--- config.mk ---
export PLATFORM = sky130hd
export DESIGN_NAME = banzai_pwr_cfg_responder
export DESIGN_NICKNAME = d
export VERILOG_FILES = /design/src/rtl/banzai_pwr_cfg_responder.sv
export SDC_FILE = /design/constraint.sdc
export NUM_CORES = 1
export LEC_CHECK = 0
export CAP_MARGIN = 20
export CELL_PAD_IN_SITES_DETAIL_PLACEMENT = 1
export CELL_PAD_IN_SITES_GLOBAL_PLACEMENT = 1
export CORE_ASPECT_RATIO = 0.75
export CORE_UTILIZATION = 29
export CTS_BUF_LIST = sky130_fd_sc_hd__clkbuf_4
export DETAILED_ROUTE_END_ITERATION = 7
export PLACE_DENSITY_LB_ADDON = 0.1
export REMOVE_ABC_BUFFERS = 1
export SYNTH_ARGS = -nofsm -noshare
export SYNTH_HDL_FRONTEND = slang
export SYNTH_SLANG_ARGS = --single-unit
export TNS_END_PERCENT = 10
--- constraint.sdc ---
create_clock -name clk -period 4.6 [get_ports clk]
set_clock_uncertainty 0.2 [all_clocks]
set_input_delay 0.46 -clock clk [delete_from_list [all_inputs] [get_ports clk]]
set_output_delay 0.46 -clock clk [all_outputs]
set_load 0.02 [all_outputs]
--- src/rtl/banzai_pwr_cfg_responder.sv ---
// banzai_pwr_cfg_responder: AXI-Lite power-state window; holds each component's request until it acks
module banzai_pwr_cfg_responder #(
  parameter int                      ADDR_WIDTH  = 32,
  parameter int                      DATA_WIDTH  = 32,
  parameter int                      NO_COMPS    = 8,
  parameter int                      STATE_WIDTH = 4,
  parameter logic [ADDR_WIDTH-1:0]   BASE_ADDR   = '0,
  parameter logic [STATE_WIDTH-1:0]  RST_STATE   = '0
) (
  input  logic                            clk,
  input  logic                            rst,
  input  logic [ADDR_WIDTH-1:0]           aw_addr,
  input  logic                            aw_valid,
  output logic                            aw_ready,
  input  logic [DATA_WIDTH-1:0]           w_data,
  input  logic [3:0]                      w_strb,
  input  logic                            w_valid,
  output logic                            w_ready,
  output logic [1:0]                      b_resp,
  output logic                            b_valid,
  input  logic                            b_ready,
  input  logic [ADDR_WIDTH-1:0]           ar_addr,
  input  logic                            ar_valid,
  output logic                            ar_ready,
  output logic [DATA_WIDTH-1:0]           r_data,
  output logic [1:0]                      r_resp,
  output logic                            r_valid,
  input  logic                            r_ready,
  output logic [NO_COMPS*STATE_WIDTH-1:0] pwr_state_o,
  output logic [NO_COMPS-1:0]             pwr_req_o,
  input  logic [NO_COMPS-1:0]             pwr_ack_i
);
  localparam int CW = NO_COMPS > 1 ? $clog2(NO_COMPS) : 1;
  logic [STATE_WIDTH-1:0] r_state [NO_COMPS];
  logic [NO_COMPS-1:0]    r_busy;
  logic                   r_aw_held, r_w_held, r_w_strb0;
  logic [ADDR_WIDTH-1:0]  r_aw_addr;
  logic [STATE_WIDTH-1:0] r_w_state;
  logic [ADDR_WIDTH-1:0]  w_aw_off, w_ar_off;
  logic [CW-1:0]          w_aw_i, w_ar_i;
  logic                   w_aw_comp, w_ar_comp, w_ar_map, w_exec, w_wr_ok, w_upd, w_unused;
  logic [DATA_WIDTH-1:0]  w_rd_data;
  assign w_aw_off  = r_aw_addr - BASE_ADDR;
  assign w_ar_off  = ar_addr - BASE_ADDR;
  assign w_aw_i    = w_aw_off[CW+1:2];
  assign w_ar_i    = w_ar_off[CW+1:2];
  assign w_aw_comp = w_aw_off[ADDR_WIDTH-1:2] < (ADDR_WIDTH-2)'(NO_COMPS);
  assign w_ar_comp = w_ar_off[ADDR_WIDTH-1:2] < (ADDR_WIDTH-2)'(NO_COMPS);
  assign w_ar_map  = w_ar_off[ADDR_WIDTH-1:2] == (ADDR_WIDTH-2)'(NO_COMPS);
  assign w_exec    = r_aw_held && r_w_held && !b_valid;
  // a component with an outstanding request refuses new writes until acked
  assign w_wr_ok   = w_aw_comp && !r_busy[w_aw_i];
  assign w_upd     = w_exec && w_wr_ok && r_w_strb0;
  assign w_rd_data = w_ar_comp ? {r_busy[w_ar_i], (DATA_WIDTH-STATE_WIDTH-1)'(0), r_state[w_ar_i]} :
                     w_ar_map  ? DATA_WIDTH'(r_busy) : '0;
  assign w_unused  = ^{w_aw_off[1:0], w_ar_off[1:0], w_data[DATA_WIDTH-1:STATE_WIDTH], w_strb[3:1]};
  assign aw_ready  = !r_aw_held && !b_valid;
  assign w_ready   = !r_w_held && !b_valid;
  assign ar_ready  = !r_valid;
  assign pwr_req_o = r_busy;
  for (genvar g = 0; g < NO_COMPS; g++) begin : g_out
    assign pwr_state_o[g*STATE_WIDTH +: STATE_WIDTH] = r_state[g];
  end
  always_ff @(posedge clk) begin
    if (rst) begin
      r_aw_held <= 1'b0;
      r_w_held  <= 1'b0;
      b_valid   <= 1'b0;
      b_resp    <= 2'b00;
      r_valid   <= 1'b0;
      r_resp    <= 2'b00;
      r_data    <= '0;
      r_busy    <= '0;
      for (int i = 0; i < NO_COMPS; i++) r_state[i] <= RST_STATE;
    end else begin
      if (aw_valid && aw_ready) begin
        r_aw_held <= 1'b1;
        r_aw_addr <= aw_addr;
      end
      if (w_valid && w_ready) begin
        r_w_held  <= 1'b1;
        r_w_state <= w_data[STATE_WIDTH-1:0];
        r_w_strb0 <= w_strb[0];
      end
      if (b_valid && b_ready) begin
        b_valid   <= 1'b0;
        r_aw_held <= 1'b0;
        r_w_held  <= 1'b0;
      end
      if (w_exec) begin
        b_valid <= 1'b1;
        b_resp  <= w_wr_ok ? 2'b00 : 2'b10;
      end
      if (w_upd) r_state[w_aw_i] <= r_w_state;
      r_busy <= (r_busy & ~pwr_ack_i) | (w_upd ? NO_COMPS'(1) << w_aw_i : '0);
      if (ar_valid && ar_ready) begin
        r_valid <= 1'b1;
        r_data  <= w_rd_data;
        r_resp  <= (w_ar_comp || w_ar_map) ? 2'b00 : 2'b10;
      end else if (r_valid && r_ready) begin
        r_valid <= 1'b0;
      end
    end
  end
endmodule

== Yosys cells after proc, flatten, opt, wreduce, memory -nomap -nowiden ==
Memory sizes are Yosys's and may differ from the RTL's.
Cells that the tools add are included.

* Bits in registers: 85
* ROM bits: 0
* Bits in writable memories: 32
* Bits in latches: 0
* Output and inout port bits: 81
* Memories: 1

* $mul: 0
* Equality and inequality tests: 1
* Bitwise logic cells: 4
* $add $sub $neg: 0
* Shift operators: 1
* Reductions and logical operators: 24
* $lt $le $gt $ge: 4
* Divide/modulo/power cells: 0
* Muxes and demuxes: 21

{| class="wikitable"
|+ Memories
! memory !! words !! width !! read ports !! clocked after memory_dff !! wr ports !! line !! source
|-
| r_state || 8 || 4 || 9 || 0 || 8 || 34 || <nowiki>logic [STATE_WIDTH-1:0] r_state [NO_COMPS];</nowiki>
|}

{| class="wikitable"
|+ Operator list
! operator !! number
|-
| $lt A30 B4 Y1 const B || 2
|-
| $mux W32 || 1
|-
| $eq A30 B4 Y1 const B || 1
|-
| $mux W8 || 2
|-
| $logic_and A1 B1 Y1 || 12
|-
| $mux W1 || 12
|-
| $and A8 B8 Y8 || 1
|-
| $lt A3 B4 Y1 const B || 2
|-
| $not A8 Y8 || 1
|-
| $or A8 B8 Y8 || 1
|-
| $shl A1 B3 Y8 const A || 1
|-
| $bmux W1 S3 || 2
|-
| $logic_not A1 Y1 || 5
|-
| $mux W2 || 2
|-
| $mux W4 || 1
|-
| $reduce_and A2 Y1 || 2
|-
| $reduce_bool A2 Y1 || 2
|-
| $reduce_or A4 Y1 || 1
|-
| $mux W3 || 1
|-
| $reduce_or A2 Y1 || 1
|-
| $logic_or A1 B1 Y1 || 1
|-
| $not A1 Y1 || 1
|}

== Logic depth before layout (Yosys ltp) ==
* Depth in word-level cells: 11
* Gate-level depth with buffers: 7
* Depth with buffers taken out: 4

== Worst setup path after synthesis ==
No wires, ideal clock.

* Kind: input port to flip-flop
* Start: input port rst
* End: register r_aw_addr[10], enable pin
* Stages on the path: 2
* Arrival time: 3827 ps
* Required time: 3897 ps
* Library setup time: 503 ps
* Setup slack: 70 ps
* Cells stage by stage: clkbuf_1 -> nor4b_1

* Longest elaborated chain between the ends: 2

{| class="wikitable"
|+ Ends and longest elaborated chain
! what !! line !! source
|-
| start: declaration || 11 || <nowiki>input logic rst,</nowiki>
|-
| $not A1 Y1 (no line) || - ||
|-
| $reduce_and A2 Y1 (no line) || - ||
|-
| end signal: assignment || 78 || <nowiki>r_aw_addr <= aw_addr;</nowiki>
|-
| end: declaration || 37 || <nowiki>logic [ADDR_WIDTH-1:0] r_aw_addr;</nowiki>
|}

No other way between the ends.
A chain may end at the register's enable or synchronous reset.

==> PnR_summary.wiki <==
{| class="wikitable"
! Metric !! Value
|-
| Library cell used as clock root buffer || sky130_fd_sc_hd__clkbuf_4
|-
| Initial core utilization || 29.9%
|-
| Worst Reg-to-Reg Cells || 6
|-
| Utilization after layout || 41.5%
|-
| Most used flip-flop cell after synthesis || sky130_fd_sc_hd__edfxtp_1
|-
| Max stage delay cell, worst path || sky130_fd_sc_hd__mux4_2
|-
| Global route total overflow || 0
|-
| Buf/Inv on CP || 2
|-
| Max capacitance violation total || 0
|-
| Netlist Area Pre-Place || 4110 um2
|-
| Number of hold-slack violations in the final timing report || 0
|-
| Layout filler cell count || 1,458
|-
| Largest voltage drop on the vdd net || 0.115 mV
|-
| Total routing resource utilization after global routing || 16.3%
|-
| Critical path cell sequence || buf_4 -> mux4_2 -> nor2b_4 -> a2111oi_4 -> buf_4 -> a31o_2
|-
| Average cell area after synthesis || 13.4 um2
|-
| Via count of the first global-routing pass || 3,127
|-
| Class of the most critical hold timing path || reg2reg
|-
| Vert. Die Dim || 105 um
|-
| Residual antenna-violating net count after detailed routing || 0
|-
| Power density normalized to cell area || 289 nW/um2
|-
| Startpoint-to-endpoint class of the critical path || reg2reg
|-
| Layout overhead on the synthesized area || 39.0%
|-
| Layout net count || 552
|-
| Req. time, crit path || 4550 ps
|-
| Maximum level of the CTS H-tree || 3
|-
| Internal power consumption || 0.00124 W
|-
| Total Negative Setup Slacks || 0 ps
|-
| Number of detailed-route iterations in the first pass || 4
|-
| Sink count of the clock tree || 90
|-
| RSZ-0062 raised after global routing || false
|-
| Pins over their slew limit || 0
|-
| Routed wire length || 11.6 mm
|-
| Sequential-to-total area share from yosys stat || 60.2%
|-
| Clock tree buffer depth || 2
|-
| Routability cong. || 0.762
|-
| Fraction of power consumed by sequential logic || 55.8%
|-
| CP Launch Type || flop
|-
| Tightest Pin Transition || 979 ps
|-
| Vias per cell || 5.00
|-
| Highest clock frequency the design can meet || 346 MHz
|-
| Proportion of synthesized flip-flops having asynchronous set or reset || 0%
|-
| Site row count || 37
|-
| Smallest hold slack || 302 ps
|-
| Worst-Skew Late Latency || 440 ps
|-
| Period utilisation layout || 62.8%
|-
| LEAKAGE || 2.01 nW
|-
| Largest stage delay, worst path || 540 ps
|-
| Setup repair bufs after CTS || 0
|-
| Outcome || complete, no violations
|-
| First-iteration detailed-routing DRC count || 99
|-
| Post-Synthesis Cells || 306
|-
| Number of design rule violations left after detail routing || 0
|-
| Max-Slew Margin vs Limit || 33.8%
|-
| Final count of negative-setup-slack endpoints || 0
|-
| Max Fanout on Critical Path || 49
|-
| Startpoint of the most critical register-to-register path || r_aw_addr[3]$_DFFE_PP_
|-
| Number of primary I/O pins || 196
|-
| Combined area of the multi-input logic cells || 1430 um2
|-
| CTS tree || built
|-
| Cts repair resizes || 0
|-
| Critical Path Most Common Cell || sky130_fd_sc_hd__buf_4
|-
| Power dissipated by switching net loads || 0.000410 W
|-
| Critical Path End Type || flop
|-
| Shortest period the worst path allows || 2890 ps
|-
| Number of buffers created by CTS || 9
|-
| Last element of the critical path || r_state[2][0]$_SDFFCE_PN0P_
|-
| Share of cells above drive strength 1 || 12.0%
|-
| Reg2Reg Capture Point || r_state[2][0]$_SDFFCE_PN0P_
|-
| Largest delay contributor family on the critical path || buffers and inverters
|-
| Detailed placer's ending HPWL || 8.67 mm
|-
| Initial antenna violation count || 0
|-
| Routed WL per cell || 18.7 um
|-
| Count of inserted antenna diode cells || 0
|-
| Largest net degree at the start of global routing || 50
|-
| Die area || 14,600 um2
|-
| Launch point of the worst path || r_aw_addr[3]$_DFFE_PP_
|-
| Core outline area || 13,700 um2
|-
| CTS Hold Bufs || 0
|-
| EDFF count, synth || 67
|-
| Via total after detailed routing || 3,083
|-
| Count of unique library cells instantiated by Yosys || 45
|-
| Setup slack of the worst register-to-register path || 1710 ps
|-
| Combinational cell fraction of total power || 13.3%
|-
| Data arrival time of the critical path || 2840 ps
|-
| Horizontal die dimension || 139 um
|-
| Seq. cell area || 2470 um2
|-
| Wire length of the first global-routing pass || 17.9 mm
|-
| Fraction of power spent switching nets || 24.9%
|-
| Number of buffers inserted by port buffering || 135
|-
| Levels on crit path || 6
|-
| Part of the total power dissipated in the clock network || 30.9%
|-
| Clock-pin slew on the worst setup and hold paths || 150 ps
|-
| Seq cells post-synth || 90
|-
| Warning count from the yosys run || 0
|}
[metal layers]
metal	global-route usage (%)	part of all wire (%)
met2	26.7	46
met4	3.81	0.80
met5	0	0
met1	21.0	45
met3	4.90	7.5
[sequential cells by signal (all words and copies together), names as in the netlist]
signal     flops
r_w_held       1
r_w_state      4
b_valid        1
r_valid        1
r_aw_addr     30
r_aw_held      1
r_data         9
pwr_req_o      8
r_state       32
r_w_strb0      1
r_resp         1
b_resp         1
[Yosys cell counts, types with 2 or more instances]
cell / n / area [um2]
sky130_fd_sc_hd__dfxtp_1: 23 / 460
sky130_fd_sc_hd__a21oi_1: 3 / 15.0
sky130_fd_sc_hd__buf_4: 26 / 195
sky130_fd_sc_hd__mux2_2: 4 / 45.0
sky130_fd_sc_hd__nand2_1: 4 / 15.0
sky130_fd_sc_hd__a31o_2: 14 / 123
sky130_fd_sc_hd__nand2b_1: 2 / 12.5
sky130_fd_sc_hd__nor4b_1: 2 / 17.5
sky130_fd_sc_hd__clkbuf_1: 12 / 45.0
sky130_fd_sc_hd__mux2i_1: 7 / 70.1
sky130_fd_sc_hd__nor4_1: 17 / 106
sky130_fd_sc_hd__nor3b_1: 10 / 75.1
sky130_fd_sc_hd__nor3_1: 5 / 25.0
sky130_fd_sc_hd__o21ai_0: 5 / 25.0
sky130_fd_sc_hd__buf_2: 4 / 20.0
sky130_fd_sc_hd__a211oi_1: 3 / 22.5
sky130_fd_sc_hd__inv_1: 4 / 15.0
sky130_fd_sc_hd__a21o_1: 2 / 15.0
sky130_fd_sc_hd__nor2b_1: 4 / 25.0
sky130_fd_sc_hd__nand3b_1: 3 / 22.5
sky130_fd_sc_hd__and3_1: 4 / 25.0
sky130_fd_sc_hd__nand4_1: 3 / 18.8
sky130_fd_sc_hd__nor2_1: 15 / 56.3
sky130_fd_sc_hd__a2111oi_0: 3 / 26.3
sky130_fd_sc_hd__a22o_1: 6 / 52.6
sky130_fd_sc_hd__edfxtp_1: 67 / 2010
sky130_fd_sc_hd__buf_1: 2 / 7.51
sky130_fd_sc_hd__and4_1: 28 / 245
sky130_fd_sc_hd__mux4_2: 7 / 158
sky130_fd_sc_hd__clkbuf_2: 2 / 10.0
[cell families (layout without fill, tap and decap cells)]
kind of cell | Yosys count | count (layout) | synth area share, %
AOI/OAI and AO/OA | 40 | 40 | 8.08
buffers and inverters | 51 | 163 | 7.41
DFF | 90 | 90 | 60.2
muxes | 18 | 18 | 6.64
other | 1 | 25 | 0.0913
and+or+nand+nor | 106 | 106 | 17.6
[how the worst min path moves through the flow]
stage / from / to / slack, ps / depth (start not counted)
6_report: r_resp[1]$_SDFFE_PP0P_ / r_resp[1]$_SDFFE_PP0P_ / 300 / 2
5_1_grt: w_data[3] / r_w_state[3]$_DFFE_PP_ / 300 / 1
4_1_cts: r_resp[1]$_SDFFE_PP0P_ / r_resp[1]$_SDFFE_PP0P_ / 300 / 2
3_5_place_dp: r_data[5]$_SDFFE_PP0P_ / r_data[5]$_SDFFE_PP0P_ / 280 / 1
3_3_place_gp: r_data[31]$_SDFFE_PP0P_ / r_data[31]$_SDFFE_PP0P_ / 250 / 2
2_1_floorplan: r_aw_held$_SDFFE_PP0P_ / r_aw_held$_SDFFE_PP0P_ / 290 / 2
[metrics by stage]
stage	instances	cell area [um2]	total power, W	setup slack (ps)
floorplan	283	3910	0.00102	217
global placement	599	5530	0.00116	1570
detailed placement	600	5530	0.00116	1520
CTS	616	5700	0.00167	1710
global route	617	5700	0.00171	1540
finish	617	5700	0.00165	1710
[placed cells by master (no fill, tap or decap), types with 5 or more instances in the layout]
master,instances
sky130_fd_sc_hd__a22o_1,6
sky130_fd_sc_hd__a31o_2,14
sky130_fd_sc_hd__and4_1,28
sky130_fd_sc_hd__buf_4,6
sky130_fd_sc_hd__clkbuf_4,9
sky130_fd_sc_hd__clkdlybuf4s50_1,135
sky130_fd_sc_hd__conb_1,25
sky130_fd_sc_hd__dfxtp_1,23
sky130_fd_sc_hd__edfxtp_1,67
sky130_fd_sc_hd__mux2i_1,7
sky130_fd_sc_hd__mux4_2,7
sky130_fd_sc_hd__nor2_1,15
sky130_fd_sc_hd__nor3_1,5
sky130_fd_sc_hd__nor3b_1,10
sky130_fd_sc_hd__nor4_1,17
sky130_fd_sc_hd__o21ai_0,5
[final cells by class]
type	instances	area share (%)
Timing Repair Buffer	143	24.7
Sequential cell	90	43.3
Tap cell	175	3.84
Inverter	4	0.263
Clock inverter	7	1.73
Clock buffer	9	1.18
Multi-Input combinational cell	189	25.0
[worst register-to-register path: cells and delay by family, from the launching register on]
family	cells	cell delay (ps)
AO/OA/AOI/OAI	2	630
flip-flops	1	350
AND/OR/NAND/NOR	1	140
buffers and inverters	2	740
multiplexers	1	540
[power groups by stage]
stage	clock (W)	combinational, W	sequential [W]
CTS	0.000525	0.000221	0.000921
global placement	0	0.000218	0.000938
finish	0.000509	0.000219	0.000920
global route	0.000550	0.000236	0.000925
floorplan	0	0.0000680	0.000952
detailed placement	0	0.000220	0.000940
Power figures use the tool's default switching activity.
